--- src/rtl/shared_adder_arb_pkg.sv ---
// Shared types for the two-core bit-serial adder arbiter.
package shared_adder_arb_pkg;
  typedef enum logic {IDLE = 1'b0, ADD = 1'b1} state_t;
  typedef enum logic {CORE0 = 1'b0, CORE1 = 1'b1} core_t;
endpackage

--- src/rtl/shared_adder_arb_fa_bit.sv ---
// Single full-adder slice of the shared serial datapath, built from two half adders.
module ha_bit (
  input  logic a,
  input  logic b,
  output logic s,
  output logic c
);
  assign s = a ^ b;
  assign c = a & b;
endmodule

module fa_bit (
  input  logic a,
  input  logic b,
  input  logic cin,
  output logic s,
  output logic cout
);
  logic s0, c0, c1;

  ha_bit u_ha0 (.a(a),  .b(b),   .s(s0), .c(c0));
  ha_bit u_ha1 (.a(s0), .b(cin), .s(s),  .c(c1));

  assign cout = c0 | c1;
endmodule

--- src/rtl/shared_adder_arb.sv ---
// Round-robin arbiter that time-shares one full-adder slice between two cores,
// adding WIDTH-bit operands LSB first over WIDTH cycles.
module shared_adder_arb
  import shared_adder_arb_pkg::*;
#(
  parameter int WIDTH = 8,
  parameter int CNT_W = $clog2(WIDTH)
) (
  input  logic             clk,
  input  logic             rst,
  input  logic             req0,
  input  logic [WIDTH-1:0] A0,
  input  logic [WIDTH-1:0] B0,
  input  logic             Cin0,
  input  logic             req1,
  input  logic [WIDTH-1:0] A1,
  input  logic [WIDTH-1:0] B1,
  input  logic             Cin1,
  output logic             gnt0,
  output logic             gnt1,
  output logic             done0,
  output logic             done1,
  output logic [WIDTH-1:0] Y,
  output logic             Cout,
  output logic             busy
);
  state_t             state_q, state_d;
  core_t              last_q, last_d, win;
  logic [CNT_W-1:0]   cnt_q, cnt_d;
  logic [WIDTH-1:0]   a_q, a_d, b_q, b_d, res_q, res_d, y_q, y_d;
  logic               carry_q, carry_d, cout_q, cout_d, busy_q, busy_d;
  logic               gnt0_q, gnt0_d, gnt1_q, gnt1_d, done0_q, done0_d, done1_q, done1_d;
  logic               eff0, eff1, fa_s, fa_co;

  fa_bit u_fa (.a(a_q[0]), .b(b_q[0]), .cin(carry_q), .s(fa_s), .cout(fa_co));

  // A core is ignored in its own done cycle so a late-dropped req is not re-served.
  assign eff0 = req0 & ~done0_q;
  assign eff1 = req1 & ~done1_q;
  assign win  = (eff0 & eff1) ? ((last_q == CORE0) ? CORE1 : CORE0)
                              : (eff1 ? CORE1 : CORE0);

  always_comb begin
    state_d = state_q;
    last_d  = last_q;
    cnt_d   = cnt_q;
    a_d     = a_q;
    b_d     = b_q;
    res_d   = res_q;
    carry_d = carry_q;
    y_d     = y_q;
    cout_d  = cout_q;
    busy_d  = busy_q;
    gnt0_d  = 1'b0;
    gnt1_d  = 1'b0;
    done0_d = 1'b0;
    done1_d = 1'b0;
    case (state_q)
      IDLE: begin
        if (eff0 | eff1) begin
          state_d = ADD;
          cnt_d   = '0;
          busy_d  = 1'b1;
          last_d  = win;
          if (win == CORE1) begin
            a_d     = A1;
            b_d     = B1;
            carry_d = Cin1;
            gnt1_d  = 1'b1;
          end else begin
            a_d     = A0;
            b_d     = B0;
            carry_d = Cin0;
            gnt0_d  = 1'b1;
          end
        end
      end
      ADD: begin
        a_d     = a_q >> 1;
        b_d     = b_q >> 1;
        res_d   = {fa_s, res_q[WIDTH-1:1]};
        carry_d = fa_co;
        cnt_d   = cnt_q + CNT_W'(1);
        if (cnt_q == CNT_W'(WIDTH-1)) begin
          state_d = IDLE;
          busy_d  = 1'b0;
          y_d     = {fa_s, res_q[WIDTH-1:1]};
          cout_d  = fa_co;
          if (last_q == CORE1) done1_d = 1'b1;
          else                 done0_d = 1'b1;
        end
      end
      default: state_d = IDLE;
    endcase
  end

  always_ff @(posedge clk) begin
    if (rst) begin
      state_q <= IDLE;
      last_q  <= CORE1;
      cnt_q   <= '0;
      a_q     <= '0;
      b_q     <= '0;
      res_q   <= '0;
      carry_q <= 1'b0;
      y_q     <= '0;
      cout_q  <= 1'b0;
      busy_q  <= 1'b0;
      gnt0_q  <= 1'b0;
      gnt1_q  <= 1'b0;
      done0_q <= 1'b0;
      done1_q <= 1'b0;
    end else begin
      state_q <= state_d;
      last_q  <= last_d;
      cnt_q   <= cnt_d;
      a_q     <= a_d;
      b_q     <= b_d;
      res_q   <= res_d;
      carry_q <= carry_d;
      y_q     <= y_d;
      cout_q  <= cout_d;
      busy_q  <= busy_d;
      gnt0_q  <= gnt0_d;
      gnt1_q  <= gnt1_d;
      done0_q <= done0_d;
      done1_q <= done1_d;
    end
  end

  assign gnt0  = gnt0_q;
  assign gnt1  = gnt1_q;
  assign done0 = done0_q;
  assign done1 = done1_q;
  assign Y     = y_q;
  assign Cout  = cout_q;
  assign busy  = busy_q;
endmodule

--- config.mk ---
export PLATFORM = sky130hd
export DESIGN_NAME = shared_adder_arb
export DESIGN_NICKNAME = d
export VERILOG_FILES = /design/src/rtl/shared_adder_arb_pkg.sv /design/src/rtl/shared_adder_arb_fa_bit.sv /design/src/rtl/shared_adder_arb.sv
export SDC_FILE = /design/constraint.sdc
export NUM_CORES = 1
export LEC_CHECK = 0
export ABC_AREA = 0
export ABC_CLOCK_PERIOD_IN_PS = 4350
export BUFFER_PORTS_ARGS = -buffer_cell sky130_fd_sc_hd__clkbuf_2
export CORE_ASPECT_RATIO = 1.2
export CORE_UTILIZATION = 30
export DETAILED_ROUTE_END_ITERATION = 8
export GPL_TIMING_DRIVEN = 0
export PLACE_DENSITY = 0.52
export SLEW_MARGIN = 20
export SYNTH_ARGS = -nofsm -noshare
export SYNTH_HDL_FRONTEND = slang
export SYNTH_SLANG_ARGS = --single-unit
--- constraint.sdc ---
create_clock -name clk -period 4.35 [get_ports clk]
set_clock_uncertainty 0.2 [all_clocks]
set_input_delay 0.2175 -clock clk [delete_from_list [all_inputs] [get_ports clk]]
set_output_delay 0.2175 -clock clk [all_outputs]
set_load 0.05 [all_outputs]
==> metrics.txt <==
Crit Reg-Reg Startpoint=done1; maximum vdd drop=0.000134 V; vias in the first global route=1882; Worst setup startpoint=done1; CP max stage delay=0.56 ns; cell row count=32; Initial Util=about a third; CTS Hold Bufs=16; gr ovfl total=0; leak pwr=0.00104 uW; Final setup violation count=0; total CTS buffers=5; Avg Inst Size Synth=8.94 um2; Multi-input gate area=1040 um2; Starting DRT DRC Count=90; core area=around 6500 um2; outcome=completed; Final Slew Violations=0; HP Class=primary input to flip-flop; slowest CP cell=dlygate4sd3_1; Max Cap Viol=0; worst-path cell chain=nor2b_1 -> clkbuf_1 -> nand4_1 -> o211ai_1 -> dlygate4sd3_1; final hold vios=0; Synth Register Bits=43; FF-to-FF setup slack=2.26 ns; fin area=approximately 2700 um2; critical path class=flip-flop to flip-flop; Final Util=40.9%; arrival time at the worst endpoint=approximately 2.1 ns; clk root buf=clkbuf_8; Post-Route WL=roughly 6000 um; gp weighted congestion=0.743; critical hold path startpoint=Cin0; P per Cell Area=313 nW/um2; sequential area share after synthesis=41.8%; die height=between 90 and 100 um; Setup WS post-layout=around 2.3 ns; DR vias=1988; fin crit period=between 2 and 2.5 ns; cell count after synthesis=230; hold_ws=0.000835 ns; pre-CTS setup slack=about 2.7 ns; I/O Buffers=50; Gates resized, CTS repair=0; final net count=344; clock latency on the worst-skew pair=0.30 ns; DRT Pass-1 Iters=4; number of buffers and inverters on the critical path=2; CTS tree=done; clock sinks=between 40 and 50; Final Cycle Share=48.1%; Post-CTS Setup Repair Bufs=0; syn nets=271; Req. time, crit path=4.40 ns; RSZ-0062 raised after global routing=false; antenna fix cells=0; initial antenna violation count=0; largest net degree at the start of global routing=17; crit end category=flip-flop; die width=77.6 um; die footprint=7190 um2; worst slew pin tran=0.518 ns; register area=~860 um2; Worst-path clk slew=0.09 ns; Syn-to-layout area delta=29.7%; # IOs=52; DR WL/cell=15.3 um; DPL Wire Length=a little over 4000 um; share of cells above drive strength 1=between 20% and 30%; Synth Cell Area=2060 um2; Synth cell types=31; Synth Warn #=0; Placed Area=approximately 2400 um2; CTS max path bufs=2; Total Routing Usage GR=17.3%; Slew headroom=about 65%; first-pass GRT wire length=9620 um; crit-path leading delay family=buffers and inverters; DR vias/cell=roughly 5.1; CTS H-tree depth=2; Residual DRC=0; Critical Path Start Type=flip-flop; maximum clock rate=0.478 GHz; Setup TNS=0 ns; # fillers=between 600 and 700; Critical Path Fanout Max=10; ANT nets after route=0
[layout by cell type, fill, tap and decap left out, types with 2 or more instances in the layout]
cell	n
o2111ai_1	17
and2_1	16
ha_1	2
a21oi_1	15
dfxtp_1	43
a41oi_1	15
inv_6	2
nand2_1	21
nand2b_1	4
o311ai_0	2
buf_4	3
nand4_1	20
inv_1	2
buf_2	17
mux2i_1	7
o211ai_1	15
clkbuf_2	50
nor2b_1	2
dlygate4sd3_1	16
clkbuf_1	8
nor2_1	8
clkbuf_8	5
[kinds of logic (layout without fill, tap and decap cells)]
group / count (synthesis) / after routing / share of synthesized area [%]
and+or+nand+nor: 77 / 77 / 20.1
AOI/OAI and AO/OA: 68 / 68 / 25.0
DFF: 43 / 43 / 41.8
buffers and inverters: 32 / 106 / 7.42
muxes: 7 / 7 / 3.41
adders and majority gates: 3 / 3 / 2.19
[where the power goes]
group	switching (uW)	internal [uW]	leakage [uW]
Clock	159	118	0.0000491
Combinational	78.9	56.5	0.000635
Sequential	10.6	412	0.000351
[per-stage QoR]
| step | cells | power (uW) |
|---|---|---|
| floorplan | 230 | 509 |
| global placement | 365 | 556 |
| detailed placement | 365 | 555 |
| CTS | 389 | 842 |
| global route | 389 | 880 |
| finish | 389 | 835 |
[Yosys cell counts]
master,number,area share [%]
o2111ai_1,17,7.2
o211ai_1,15,5.5
buf_2,17,4.1
nand2_1,21,3.8
and2_1,16,4.9
nor2b_1,2,0.61
o21bai_1,1,0.37
o311ai_0,2,0.85
buf_1,1,0.18
nand3b_1,1,0.37
nor3_1,1,0.24
mux2i_1,7,3.4
o21ai_1,1,0.24
a21oi_1,15,3.6
ha_1,2,1.2
dfxtp_1,43,42
inv_2,1,0.18
nand3_1,1,0.24
fa_1,1,0.97
o31ai_1,1,0.37
inv_1,2,0.37
clkbuf_1,8,1.5
buf_4,3,1.1
nand4_1,20,6.1
nor2_4,1,0.55
a41oi_1,15,6.4
and3_1,1,0.30
nor3b_1,1,0.37
nand2b_1,4,1.2
a311oi_1,1,0.43
nor2_1,8,1.5
[layout make-up]
class / count / share of cell area (%)
clock buffers: 5 / 2.58
repair buffers: 66 / 15.4
well taps: 85 / 3.98
multi-input cells: 155 / 39.1
clock inverters: 3 / 0.985
inverters: 3 / 0.422
plain buffers: 29 / 5.30
flip-flops and latches: 43 / 32.3
[routing by layer]
metal,wire length [um],vias to the layer above,global-route usage [%]
li1,-,1022,-
met1,2830,921,22.0
met2,2840,41,29.6
met3,233,4,3.84
met4,41,0,4.25
met5,0,-,0
[flip-flops by register name (all words and copies together) (netlist names), 3 cells and up]
name and flops:
b_q 8, Y 8, a_q 8, res_q 7, cnt_q 3
[worst reg2reg max path: cells and delay by family (launching register included)]
family	cells	cell delay, ns
buf+inv	2	0.99
simple gates	2	0.42
flops	1	0.32
compound gates	1	0.11
[path summary, 6_finish.rpt]
path | endpoint | cells past startpoint
max | b_q[1] | 5
min | carry_q | 3
max reg2reg | b_q[1] | 5
min reg2reg | Y[6] | 2
Power figures use the tool's default switching activity.
